--- config.mk ---
export PLATFORM = sky130hd
export DESIGN_NAME = alu_ctrl_mdu
export DESIGN_NICKNAME = d
export VERILOG_FILES = /design/src/rtl/alu_defs_pkg.sv /design/src/rtl/mdu_iter.sv /design/src/rtl/alu_ctrl_mdu.sv
export SDC_FILE = /design/constraint.sdc
export NUM_CORES = 1
export LEC_CHECK = 0
export CAP_MARGIN = 20
export CORE_MARGIN = 1.5
export CORE_UTILIZATION = 45
export DETAILED_ROUTE_END_ITERATION = 6
export GPL_ROUTABILITY_DRIVEN = 0
export PLACE_DENSITY_LB_ADDON = 0.1
export SYNTH_ARGS = -nofsm -noshare
export SYNTH_HDL_FRONTEND = slang
export SYNTH_HIERARCHICAL = 1
export SYNTH_SLANG_ARGS = --single-unit
--- constraint.sdc ---
create_clock -name clk -period 6.4 [get_ports clk]
set_clock_uncertainty 0.1 [all_clocks]
set_input_delay 0.96 -clock clk [delete_from_list [all_inputs] [get_ports clk]]
set_output_delay 0.96 -clock clk [all_outputs]
set_load 0.1 [all_outputs]
--- src/rtl/alu_defs_pkg.sv ---
// Shared encodings for the EX-stage ALU control and multiply/divide unit.
package alu_defs_pkg;

  localparam logic [3:0] ALUC_AND  = 4'b0000;
  localparam logic [3:0] ALUC_OR   = 4'b0001;
  localparam logic [3:0] ALUC_ADD  = 4'b0010;
  localparam logic [3:0] ALUC_XOR  = 4'b0011;
  localparam logic [3:0] ALUC_NOR  = 4'b0100;
  localparam logic [3:0] ALUC_SUB  = 4'b0110;
  localparam logic [3:0] ALUC_SLT  = 4'b0111;
  localparam logic [3:0] ALUC_SLTU = 4'b1000;
  localparam logic [3:0] ALUC_SLL  = 4'b1001;
  localparam logic [3:0] ALUC_SRL  = 4'b1010;
  localparam logic [3:0] ALUC_SRA  = 4'b1011;

  localparam logic [1:0] ALUOP_ADD   = 2'b00;
  localparam logic [1:0] ALUOP_SUB   = 2'b01;
  localparam logic [1:0] ALUOP_FUNCT = 2'b10;
  localparam logic [1:0] ALUOP_SLT   = 2'b11;

  localparam logic [5:0] FUNCT_ADD   = 6'b100000;
  localparam logic [5:0] FUNCT_ADDU  = 6'b100001;
  localparam logic [5:0] FUNCT_SUB   = 6'b100010;
  localparam logic [5:0] FUNCT_SUBU  = 6'b100011;
  localparam logic [5:0] FUNCT_AND   = 6'b100100;
  localparam logic [5:0] FUNCT_OR    = 6'b100101;
  localparam logic [5:0] FUNCT_XOR   = 6'b100110;
  localparam logic [5:0] FUNCT_NOR   = 6'b100111;
  localparam logic [5:0] FUNCT_SLT   = 6'b101010;
  localparam logic [5:0] FUNCT_SLTU  = 6'b101011;
  localparam logic [5:0] FUNCT_SLL   = 6'b000000;
  localparam logic [5:0] FUNCT_SRL   = 6'b000010;
  localparam logic [5:0] FUNCT_SRA   = 6'b000011;
  localparam logic [5:0] FUNCT_MFHI  = 6'b010000;
  localparam logic [5:0] FUNCT_MTHI  = 6'b010001;
  localparam logic [5:0] FUNCT_MFLO  = 6'b010010;
  localparam logic [5:0] FUNCT_MTLO  = 6'b010011;
  localparam logic [5:0] FUNCT_MULT  = 6'b011000;
  localparam logic [5:0] FUNCT_MULTU = 6'b011001;
  localparam logic [5:0] FUNCT_DIV   = 6'b011010;
  localparam logic [5:0] FUNCT_DIVU  = 6'b011011;

  typedef enum logic [1:0] {
    ST_IDLE = 2'b00,
    ST_MUL  = 2'b01,
    ST_DIV  = 2'b10
  } mdu_state_t;

  function automatic logic is_mdu_funct(input logic [5:0] f);
    return f inside {FUNCT_MFHI, FUNCT_MTHI, FUNCT_MFLO, FUNCT_MTLO,
                     FUNCT_MULT, FUNCT_MULTU, FUNCT_DIV, FUNCT_DIVU};
  endfunction

endpackage

--- src/rtl/mdu_iter.sv ---
// Iterative multiply/divide datapath: one shift-add or restoring-subtract
// step per busy cycle, with the sign correction applied to the final step.
module mdu_iter #(
  parameter int               DATA_W  = 32,
  parameter logic [DATA_W-1:0] DIV0_LO = '1
) (
  input  logic              clk,
  input  logic              rst_n,
  input  logic              start,
  input  logic              start_div,
  input  logic              start_signed,
  input  logic [DATA_W-1:0] src_a,
  input  logic [DATA_W-1:0] src_b,
  input  logic              busy,
  input  logic              busy_div,
  output logic              last,
  output logic [DATA_W-1:0] res_hi,
  output logic [DATA_W-1:0] res_lo
);

  localparam int CNT_W = $clog2(DATA_W) + 1;

  logic [CNT_W-1:0]    cnt;
  logic [DATA_W-1:0]   hi_w, lo_w, opnd;
  logic                neg_q, neg_r, div0;
  logic [DATA_W-1:0]   mag_a, mag_b;
  logic [DATA_W-1:0]   hi_n, lo_n;
  logic [DATA_W:0]     mul_sum, div_part, div_diff;
  logic [2*DATA_W-1:0] prod;

  assign last = busy && (cnt == CNT_W'(DATA_W - 1));

  // Operand magnitudes for signed ops, and one iteration step of whichever op is running.
  always_comb begin
    mag_a    = (start_signed && src_a[DATA_W-1]) ? -src_a : src_a;
    mag_b    = (start_signed && src_b[DATA_W-1]) ? -src_b : src_b;
    mul_sum  = {1'b0, hi_w} + ({(DATA_W+1){lo_w[0]}} & {1'b0, opnd});
    div_part = {hi_w, lo_w[DATA_W-1]};
    div_diff = div_part - {1'b0, opnd};
    hi_n     = mul_sum[DATA_W:1];
    lo_n     = {mul_sum[0], lo_w[DATA_W-1:1]};
    if (busy_div) begin
      if (!div_diff[DATA_W]) begin
        hi_n = div_diff[DATA_W-1:0];
        lo_n = {lo_w[DATA_W-2:0], 1'b1};
      end else begin
        hi_n = div_part[DATA_W-1:0];
        lo_n = {lo_w[DATA_W-2:0], 1'b0};
      end
    end
  end

  // Sign-corrected result of the step in progress; only consumed on the last step.
  always_comb begin
    prod   = {hi_n, lo_n};
    res_hi = hi_n;
    res_lo = lo_n;
    if (busy_div) begin
      res_hi = neg_r ? -hi_n : hi_n;
      res_lo = div0 ? DIV0_LO : (neg_q ? -lo_n : lo_n);
    end else begin
      if (neg_q) prod = -prod;
      res_hi = prod[2*DATA_W-1:DATA_W];
      res_lo = prod[DATA_W-1:0];
    end
  end

  // Load operands on accept, then advance the working registers once per busy cycle.
  always_ff @(posedge clk or negedge rst_n) begin
    if (!rst_n) begin
      cnt   <= '0;
      hi_w  <= '0;
      lo_w  <= '0;
      opnd  <= '0;
      neg_q <= 1'b0;
      neg_r <= 1'b0;
      div0  <= 1'b0;
    end else if (start) begin
      cnt   <= '0;
      hi_w  <= '0;
      lo_w  <= start_div ? mag_a : mag_b;
      opnd  <= start_div ? mag_b : mag_a;
      neg_q <= start_signed && (src_a[DATA_W-1] ^ src_b[DATA_W-1]);
      neg_r <= start_signed && src_a[DATA_W-1];
      div0  <= start_div && (src_b == '0);
    end else if (busy) begin
      hi_w <= hi_n;
      lo_w <= lo_n;
      cnt  <= last ? '0 : cnt + 1'b1;
    end
  end

endmodule

--- src/rtl/alu_ctrl_mdu.sv ---
// EX-stage control: ALU opcode decode, MDU issue/stall handshake, HI/LO registers.
module alu_ctrl_mdu
  import alu_defs_pkg::*;
#(
  parameter int               DATA_W  = 32,
  parameter logic [DATA_W-1:0] DIV0_LO = '1
) (
  input  logic              clk,
  input  logic              rst_n,
  input  logic [1:0]        aluop,
  input  logic [5:0]        funct,
  input  logic              ex_valid,
  input  logic              ex_flush,
  input  logic [DATA_W-1:0] src_a,
  input  logic [DATA_W-1:0] src_b,
  output logic [3:0]        alucontrol,
  output logic              illegal_fn,
  output logic              hilo_wb,
  output logic [DATA_W-1:0] hilo_data,
  output logic              mdu_stall
);

  mdu_state_t        state, state_next;
  logic              mdu_op, acc, is_mul, is_div, start, last;
  logic              rd_hi, rd_lo;
  logic [DATA_W-1:0] hi, lo, res_hi, res_lo;

  assign mdu_op    = ex_valid && !ex_flush && (aluop == ALUOP_FUNCT) && is_mdu_funct(funct);
  assign acc       = mdu_op && (state == ST_IDLE);
  assign mdu_stall = mdu_op && (state != ST_IDLE);
  assign is_mul    = (funct == FUNCT_MULT) || (funct == FUNCT_MULTU);
  assign is_div    = (funct == FUNCT_DIV) || (funct == FUNCT_DIVU);
  assign start     = acc && (is_mul || is_div);
  assign rd_hi     = ex_valid && (aluop == ALUOP_FUNCT) && (funct == FUNCT_MFHI);
  assign rd_lo     = ex_valid && (aluop == ALUOP_FUNCT) && (funct == FUNCT_MFLO);
  assign hilo_wb   = acc && (rd_hi || rd_lo);
  assign hilo_data = rd_hi ? hi : (rd_lo ? lo : '0);

  // Decode aluop/funct into the ALU opcode; unknown functs fall back to AND and flag illegal.
  always_comb begin
    alucontrol = ALUC_AND;
    illegal_fn = 1'b0;
    case (aluop)
      ALUOP_ADD: alucontrol = ALUC_ADD;
      ALUOP_SUB: alucontrol = ALUC_SUB;
      ALUOP_SLT: alucontrol = ALUC_SLT;
      default: begin
        case (funct)
          FUNCT_ADD, FUNCT_ADDU: alucontrol = ALUC_ADD;
          FUNCT_SUB, FUNCT_SUBU: alucontrol = ALUC_SUB;
          FUNCT_AND:             alucontrol = ALUC_AND;
          FUNCT_OR:              alucontrol = ALUC_OR;
          FUNCT_XOR:             alucontrol = ALUC_XOR;
          FUNCT_NOR:             alucontrol = ALUC_NOR;
          FUNCT_SLT:             alucontrol = ALUC_SLT;
          FUNCT_SLTU:            alucontrol = ALUC_SLTU;
          FUNCT_SLL:             alucontrol = ALUC_SLL;
          FUNCT_SRL:             alucontrol = ALUC_SRL;
          FUNCT_SRA:             alucontrol = ALUC_SRA;
          default: begin
            if (is_mdu_funct(funct)) alucontrol = ALUC_ADD;
            else                     illegal_fn = 1'b1;
          end
        endcase
      end
    endcase
  end

  // Next MDU state: start on an accepted mult/div, return to idle after the last step.
  always_comb begin
    state_next = state;
    case (state)
      ST_IDLE: begin
        if (start) state_next = is_div ? ST_DIV : ST_MUL;
      end
      ST_MUL, ST_DIV: begin
        if (last) state_next = ST_IDLE;
      end
      default: state_next = ST_IDLE;
    endcase
  end

  // MDU state register.
  always_ff @(posedge clk or negedge rst_n) begin
    if (!rst_n) state <= ST_IDLE;
    else        state <= state_next;
  end

  // HI/LO: written by the final iteration or by an accepted mthi/mtlo.
  always_ff @(posedge clk or negedge rst_n) begin
    if (!rst_n) begin
      hi <= '0;
      lo <= '0;
    end else if (last) begin
      hi <= res_hi;
      lo <= res_lo;
    end else if (acc && (funct == FUNCT_MTHI)) begin
      hi <= src_a;
    end else if (acc && (funct == FUNCT_MTLO)) begin
      lo <= src_a;
    end
  end

  mdu_iter #(
    .DATA_W (DATA_W),
    .DIV0_LO(DIV0_LO)
  ) u_mdu_iter (
    .clk         (clk),
    .rst_n       (rst_n),
    .start       (start),
    .start_div   (is_div),
    .start_signed((funct == FUNCT_MULT) || (funct == FUNCT_DIV)),
    .src_a       (src_a),
    .src_b       (src_b),
    .busy        (state != ST_IDLE),
    .busy_div    (state == ST_DIV),
    .last        (last),
    .res_hi      (res_hi),
    .res_lo      (res_lo)
  );

endmodule

## Word level (Yosys, flattened, before mapping)

Cells that the tools add are included.

- Bits in registers: 171
- Word-level logic and storage cells: 126

- $add $sub $neg: 8
- Equality and inequality tests: 29
- Mux-type cells: 38
- Bitwise operators: 2
- Reductions and logical operators: 39

Operators with widths:

| operator | count |
|---|---|
| $mux W32 | 23 |
| $neg A32 Y32 | 4 |
| $mux W64 | 1 |
| $neg A64 Y64 | 1 |
| $eq A6 B6 Y1 const B | 10 |
| $eq A6 B5 Y1 const B | 9 |
| $pmux W4 S11 | 1 |
| $add A32 B33 Y33 | 1 |
| $and A33 B32 Y33 | 1 |
| $sub A33 B32 Y33 | 1 |
| $logic_not A32 Y1 | 1 |
| $mux W6 | 3 |
| $logic_and A1 B1 Y1 | 17 |
| $reduce_or A13 Y1 | 1 |
| $eq A6 B2 Y1 const B | 2 |
| $pmux W4 S3 | 1 |
| $mux W2 | 4 |
| $reduce_bool A2 Y1 | 4 |
| $reduce_bool A8 Y1 | 1 |
| $add A6 B1 Y6 const B | 1 |
| $eq A2 B2 Y1 const B | 3 |
| $logic_not A6 Y1 | 1 |
| $reduce_or A2 Y1 | 3 |
| $logic_or A1 B1 Y1 | 5 |
| other kinds (10) | 17 |

## Longest topological paths before layout

Gate-level depths: netlist of run 1.

- Word-level depth: 9
- Depth in mapped cells: 24

## Modules after synthesis

The synthesis of run 1 kept the hierarchy.

Modules (own cells, without submodules):

| module | instances | cells an instance | area an instance (um^2) | seq. area each (um^2) |
|---|---|---|---|---|
| mdu_iter | 1 | 1916 | 13690.6 | 2627.5 |
| alu_ctrl_mdu | 1 | 422 | 3935.0 | 1651.6 |

## Worst setup path before layout of run 1

No wires, ideal clock.

- Kind: input port to output port
- From: in funct[3]
- To: out alucontrol[3]
- Data arrival time: 4551 ps
- Data required time: 5340 ps
- Path slack: 789 ps
- Cell stages on the path: 6
- Path buffers: 2
- Cell sequence: clkbuf_1 -> clkbuf_1 -> nand3_1 -> o21ai_0 -> nand2_1 -> nor4_1

- Word-level cells in the longest chain between the ends: 4
- Elaborated cells between the ends (all ways): 17
- Those cells by class: eq/ne (12); mux (2); reduce/logical (3)

Ends and longest elaborated chain:

| element | line | text |
|---|---|---|
| start: declaration | alu_ctrl_mdu.sv:11 | `input logic [5:0] funct,` |
| $eq A6 B6 Y1 | alu_ctrl_mdu.sv:48 | `case (funct)` |
| $reduce_or A2 Y1 | alu_ctrl_mdu.sv:48 |  |
| $pmux W4 S11 * | alu_ctrl_mdu.sv:48 |  |
| $pmux W4 S3 * | alu_ctrl_mdu.sv:43 | `case (aluop)` |
| end: declaration | alu_ctrl_mdu.sv:16 | `output logic [3:0] alucontrol,` |

Mark *: on every way between the ends. The rest lies on a longest branch, timed or not.

## Worst setup path after layout of run 1

- From: reg u_mdu_iter.hi_w[16]
- To: reg hi[18]

- Word-level cells in the longest chain between the ends: 7
- Elaborated cells between the ends (all ways): 12
- Those cells by class: add/sub (4); mux (8)

Ends and longest elaborated chain:

| element | line | text |
|---|---|---|
| start: declaration | mdu_iter.sv:24 | `logic [DATA_W-1:0] hi_w, lo_w, opnd;` |
| start signal: assignment | mdu_iter.sv:87 | `hi_w <= hi_n;` |
| $sub A33 B32 Y33 | mdu_iter.sv:39 | `div_diff = div_part - {1'b0, opnd};` |
| $mux W1 / $mux W32 (equally long branches) | mdu_iter.sv:43 | `if (!div_diff[DATA_W]) begin` |
| $mux W32 | mdu_iter.sv:42 | `if (busy_div) begin` |
| $neg A64 Y64 / $neg A32 Y32 (equally long branches) | mdu_iter.sv:62, mdu_iter.sv:59 |  |
| $mux W64 / $mux W32 (equally long branches) | mdu_iter.sv:62, mdu_iter.sv:59 |  |
| $mux W32 * | mdu_iter.sv:58 | `if (busy_div) begin` |
| via res_hi[18] | alu_ctrl_mdu.sv:26 | `logic [DATA_W-1:0] hi, lo, res_hi, res_lo;` |
| $mux W32 * | alu_ctrl_mdu.sv:94 | `end else if (last) begin` |
| end signal: assignment | alu_ctrl_mdu.sv:95 | `hi <= res_hi;` |
| end signal: assignment | alu_ctrl_mdu.sv:98 | `hi <= src_a;` |
| end: declaration | alu_ctrl_mdu.sv:26 |  |

The timed path passes the listed nets; every way through them passes the cells marked *.
A chain may end at the register's enable or synchronous reset.

==> results of run 1 <==
per-stage QoR:
step,area [um^2],power (mW),utilization
after global routing,19600,11.1,0.507
after detailed placement,19000,9.05,0.491
after global placement,18900,9.01,0.490
after CTS,19600,10.2,0.507
final,19600,10.4,0.507
after floorplan,17600,6.88,-
worst max-delay path by stage:
stage	slack, ps	depth (start not counted)	end	startpoint
3_3_place_gp	810	21	hi[18]	u_mdu_iter/hi_w[25]
3_5_place_dp	590	21	hi[18]	u_mdu_iter/hi_w[16]
2_1_floorplan	790	6	alucontrol[3]	funct[3]
6_report	510	21	hi[18]	u_mdu_iter/hi_w[16]
4_1_cts	540	21	hi[18]	u_mdu_iter/hi_w[16]
5_1_grt	200	21	hi[18]	u_mdu_iter/hi_w[16]
cells by family after synthesis:
group                    Yosys count  synth area share
buffers and inverters            226            0.0557
XOR/XNOR                         166            0.0825
flip-flops                       171             0.243
AND/OR/NAND/NOR                  840             0.224
multiplexers                     174            0.0997
AO/OA/AOI/OAI                    688             0.242
adder cells (fa/ha/maj)           73            0.0527
power by group:
group	internal (mW)	total [mW]	switching, mW
Combinational	2.69	7.32	4.63
Clock	0.621	1.13	0.512
Sequential	1.47	1.92	0.451
Total	4.79	10.4	5.59
flip-flops by register name, indices dropped and copies added (netlist names):
register / flops
u_mdu_iter/hi_w: 32
state: 2
u_mdu_iter/div0: 1
u_mdu_iter/neg_r: 1
u_mdu_iter/neg_q: 1
lo: 32
hi: 32
u_mdu_iter/cnt: 6
u_mdu_iter/opnd: 32
u_mdu_iter/lo_w: 32
synth_stat cells (29+ instances only):
master and n:
a21o_1 29, a21oi_1 235, a31oi_1 30, and2_1 44, clkbuf_1 98, dfrtp_1 171, ha_1 71, inv_1 82
mux2i_1 165, nand2_1 231, nand3_1 37, nor2_1 302, nor3_1 71, o211ai_1 54, o21ai_0 172, xnor2_1 97
xor2_1 69
layout make-up:
| class | count | area [um^2] | share of cell area |
|---|---|---|---|
| multi-input cells | 1941 | 12400 | 0.632 |
| flip-flops and latches | 171 | 4280 | 0.218 |
| repair buffers | 148 | 1340 | 0.0685 |
| well taps | 518 | 648 | 0.0331 |
| clock buffers | 17 | 425 | 0.0217 |
| inverters | 85 | 322 | 0.0164 |
| clock inverters | 15 | 188 | 0.00958 |
timing repair:
item / CTS / global route
hold buffers: 0 / 0
resized for setup: 0 / 1
setup endpoints to repair: 0 / 2
critical path: cells and delay by family (launching register included):
kind                       cells  cell delay (ps)
and+or+nand+nor                8             2190
xor gates and xnor gates       1              160
DFF                            1              440
adders and majority gates      2              580
AOI/OAI and AO/OA              9             2100
buffers and inverters          1              160
metal layers:
metal / up-vias / GRT usage / routed length, um
met5: - / 0 / 0
met4: 0 / 0.122 / 2440
met3: 107 / 0.0463 / 4440
met2: 770 / 0.490 / 28500
met1: 8687 / 0.425 / 27800
li1: 8465 / - / -
==> qor.txt, run 1 <==
Nets = 2,513
Final Hold Fails = 0
first-pass GRT wire length = 98,000 um
hold crit path type = input pin to async pin
Register-to-Register Path Depth = 21
Routed WL per cell = 21.8 um
Placement Setup Slack = 590 ps
Worst Path Class, Setup = flip-flop to flip-flop
Fin Hold WS = 329 ps
Async SR Flop Fraction = 1.00
VDD IR-drop max = 0.251 mV
clock root buffer = clkbuf_16
leakage power = 7.92 nW
vias per cell = 6.23
CTS Buffer Depth = 2
Post-Layout Cell Count = 2,895
Die Wd = 201 um
gr usage total = 0.310
worst endpoint required time = 6620 ps
I/O Buffers = 114
post-synth top area share = 0.243
H-tree levels = 4
# placed instances = 2,863
top achievable clock speed = 170 MHz
#FFs+latches synth = 171
Die Area = 40,400 um^2
Net Count, Synth = 2,487
starting density of the core = 0.456
GRT overflow = 0
Final ANT Viol Nets = 0
layout cells sized above 1 = 0.0665
critical path peak fanout = 7
Worst Tran Pin Value = 1140 ps
Routed WL = 63,200 um
max incr delay on CP = 540 ps
ranking of synthesized cells by area = dfrtp_1 (24%), mux2i_1 (9.4%), a21oi_1 (6.7%), nor2_1 (6.4%), ha_1 (5.0%)
Fillers = 3,860
Ports = 115
antenna violations before repair = 0
DRT Pass-1 Iters = 6
Top FF cell, synth = dfrtp_1
Mapped Area = 17,600 um^2
via count = 18,000
CTS sink count = 171
postcts setup bufs = 0
Slew HR = 0.237
cts bufs inserted = 17
total negative slack = 0 ps
CP max stage cell = or3_1
post-synthesis sequential area ratio = 0.243
ANT cells = 0
RR Endpoint = hi[18]
Final period util = 0.921
worst r2r src = u_mdu_iter/hi_w[16]
endpoint class of the critical path = flip-flop
hpwl dp = 47,700 um
count of cell types in the netlist = 100
Iteration-0 DRC Markers = 1,759
most frequent cells in the layout = nor2_1 (302), a21oi_1 (235), nand2_1 (231), o21ai_0 (172), dfrtp_1 (171)
crit-path cells = ha_1 > a21oi_1 > o21ai_0 > a221o_1 > or3_1 > o2111ai_2 > a21boi_0 > buf_4 > ha_1 > o211ai_1 > nor3_1 > o2111ai_1 > nor3_2 > nand2_1 > nand2_1 > o21ai_0 > nor4_1 > nor2_1 > xnor2_1 > nor2_1 > a21oi_1
max_cap viols = 0
YS warnings = 6
Data arrival, critical path = 6120 ps
worst setup margin = 506 ps
largest net degree at the start of global routing = 112
Area growth syn-to-layout = 11.2%
critical path launch point type = flip-flop
DRC = 0
Core Box Area = 38,600 um^2
outcome = finished clean
Reg clk slew, reported paths = 80 ps
Cells after Synth = 2,338
FP Rows = 72
die height = 201 um
Clock Latency Late Sink = 470 ps
PwrDens = 530 nW/um^2
TritonCTS clock tree = built
vias in the first global route = 16,700
reg2reg setup slack = 510 ps
post-synth top area cell = dfrtp_1
RSZ-0062 raised after global routing = false
minimum clock period = 5890 ps
Avg Cell Area, Syn = 7.54 um^2
Post-synth EDFFs = 0
Setup Viol. Count Final = 0
Final Max Slew Viols = 0
most common cell after layout, fill and taps aside = nor2_1
(Power assumes the default switching activity.)
==> inputs of run 2 (changes only) <==
ABC_AREA = 1   (was not set)
CTS_CLUSTER_DIAMETER = 30   (was not set)
==> run 2 against run 1 <==
Worst setup slack better by 790 ps. Largest power group unchanged. Sequential power is 13% lower. Critical endpoint is now hi[16]. Synthesized cell count is 40% higher. Sequential cell count stayed put. Critical path type unchanged. Global-route usage is 4.9 points higher. Fmax is 15% higher. Clock power hardly changed. Hold slack better by 5.5 ps. First-iteration DRC count is 76% higher.
==> qor.txt, run 2 <==
leakage power = 11.1 nW
Routed WL = 79,400 um
most frequent cells in the layout = nand2_1 (1,189), inv_1 (401), nand3_1 (294), nor2_1 (276), o21ai_0 (191)
Die Area = 43,800 um^2
top achievable clock speed = 196 MHz
Final Hold Fails = 0
worst endpoint required time = 6660 ps
worst r2r src = u_mdu_iter/lo_w[31]
count of cell types in the netlist = 52
CTS Buffer Depth = 2
gr usage total = 0.359
max_cap viols = 0
ranking of synthesized cells by area = nand2_1 (23%), dfrtp_1 (22%), inv_1 (7.9%), nand3_1 (7.7%), nor2_1 (5.5%)
TritonCTS clock tree = built
DRT Pass-1 Iters = 6
clock root buffer = clkbuf_16
Sw Ratio = 0.560
total negative slack = 0 ps
cell family with most CP delay = simple AND/OR/NAND/NOR gates
vias per cell = 5.81
Worst Tran Pin Value = 1150 ps
vias in the first global route = 20,300
Internal = 3.36 mW
Final ANT Viol Nets = 0
YS warnings = 6
outcome = finished clean
Register-to-Register Path Depth = 39
Slew HR = 0.230
most common cell in the netlist = nand2_1
CTS sink count = 171
PwrDens = 363 nW/um^2
CP dominant cell by count = nand2_1
Net Count, Synth = 3,427
GRT overflow = 0
die height = 209 um
VDD IR-drop max = 0.202 mV
most common cell after layout, fill and taps aside = nand2_1
Reg clk slew, reported paths = 80 ps
Post-DP Area = 20,400 um^2
Final Max Slew Viols = 0
Async SR Flop Fraction = 1.00
Finished Cell Area = 21,100 um^2
Ports = 115
first-pass GRT wire length = 120,000 um
DRC = 0
Iteration-0 DRC Markers = 3,100
Clock Latency Late Sink = 480 ps
I/O Buffers = 114
antenna violations before repair = 1
hpwl dp = 62,700 um
Die Wd = 209 um
Top FF cell, synth = dfrtp_1
critical path launch point type = flip-flop
Clock Power Share = 0.150
Fin Hold WS = 334 ps
Synth Area in Adders = 0.0485
Synth Area in Simple Gates = 0.438
RSZ-0062 raised after global routing = false
H-tree levels = 4
worst path bufs/invs = 6
Setup Viol. Count Final = 0
postcts setup bufs = 0
post-synth top area cell = nand2_1
final core utilization = 0.502
critical path peak fanout = 9
post-synth top area share = 0.233
Post-Layout Cell Count = 3,858
hold_buf cts = 0
sequential power share = 0.218
Area growth syn-to-layout = 9.98%
endpoint class of the critical path = flip-flop
post-synthesis xor/xnor area fraction = 0.0394
Post-synth EDFFs = 0
ANT cells = 0
Logic pwr share = 0.632
largest family of logic cells by synthesized area = simple AND/OR/NAND/NOR gates
largest net degree at the start of global routing = 94
Final period util = 0.798
post-synthesis mux area share = 0
#FFs+latches synth = 171
Avg Cell Area, Syn = 5.84 um^2
Nets = 3,455
Data arrival, critical path = 5360 ps
Cells after Synth = 3,278
FP Rows = 75
CP Launch Point = u_mdu_iter/lo_w[31]
# placed instances = 3,826
WP depth = 39
minimum clock period = 5100 ps
via count = 22,400
cts bufs inserted = 17
layout cells sized above 1 = 0.0672
reg2reg setup slack = 1300 ps
hold crit path type = input pin to async pin
Post-CTS Resized = 0
Routed WL per cell = 20.6 um
top cells by count, synth = nand2_1 (1,189), inv_1 (404), nand3_1 (294), nor2_1 (280), o21ai_0 (191)
Switch Pwr = 4.28 mW
Synth Area in Compound Gates = 0.137
Core Box Area = 41,900 um^2
max incr delay on CP = 400 ps
post-synthesis sequential area ratio = 0.224
RR Endpoint = hi[16]
Worst Path Class, Setup = flip-flop to flip-flop
starting density of the core = 0.456
Mapped Area = 19,100 um^2
CP max stage cell = fa_1
## run 2: cell types whose count changed after synthesis, sizes merged, moves of 30 or more
cell    delta
mux2i    -165
clkbuf    -36
nand2   +1004
inv      +336
nand3    +267
and2      -40
o211ai    -30
xnor2     -62
nor3      -43
a21oi    -133
o21ai     +30
## run 2: kinds of logic (layout without fill, tap and decap cells)
family / after synthesis / after routing
adder cells (fa/ha/maj): 73 / 73
AO/OA/AOI/OAI: 448 / 448
XOR/XNOR: 86 / 86
buffers and inverters: 543 / 584
flip-flops: 171 / 171
AND/OR/NAND/NOR: 1957 / 1957
## run 2: power by group through the flow
stage | Combinational, mW | Sequential (mW) | Clock, mW
finish | 4.83 | 1.67 | 1.14
global route | 5.24 | 1.70 | 1.19
CTS | 4.65 | 1.65 | 1.15
detailed placement | 4.63 | 1.67 | 0
global placement | 4.59 | 1.66 | 0
floorplan | 3.22 | 1.57 | 0
## run 2: per-layer routing
metal	track usage	vias to the layer above	wire length (um)
met5	0	-	13
met4	0.193	2	4360
met3	0.0654	175	8600
met2	0.515	1291	32800
met1	0.508	10400	33600
li1	-	10500	-
## run 2: how the worst max path moves through the flow
| stage | to | slack [ps] |
|---|---|---|
| 2_1_floorplan | hi[28] | 2190 |
| 3_3_place_gp | hi[20] | 1620 |
| 3_5_place_dp | hi[16] | 1450 |
| 4_1_cts | hi[16] | 1390 |
| 5_1_grt | hi[28] | 840 |
| 6_report | hi[16] | 1300 |
## run 2: final cells by class
type,count,area [um^2]
inverter,422,1580
timing repair buffer,130,1180
fill,4513,20900
tap,539,674
clock buffer,18,429
multi-input combinational,2564,12700
clock inverter,14,176
sequential,171,4280
## run 2: per-stage QoR
stage               setup WS [ps]  total power [mW]
detailed placement           1450              6.30
global route                  842              8.13
finish                       1300              7.64
CTS                          1390              7.45
floorplan                    2190              4.79
global placement             1620              6.25
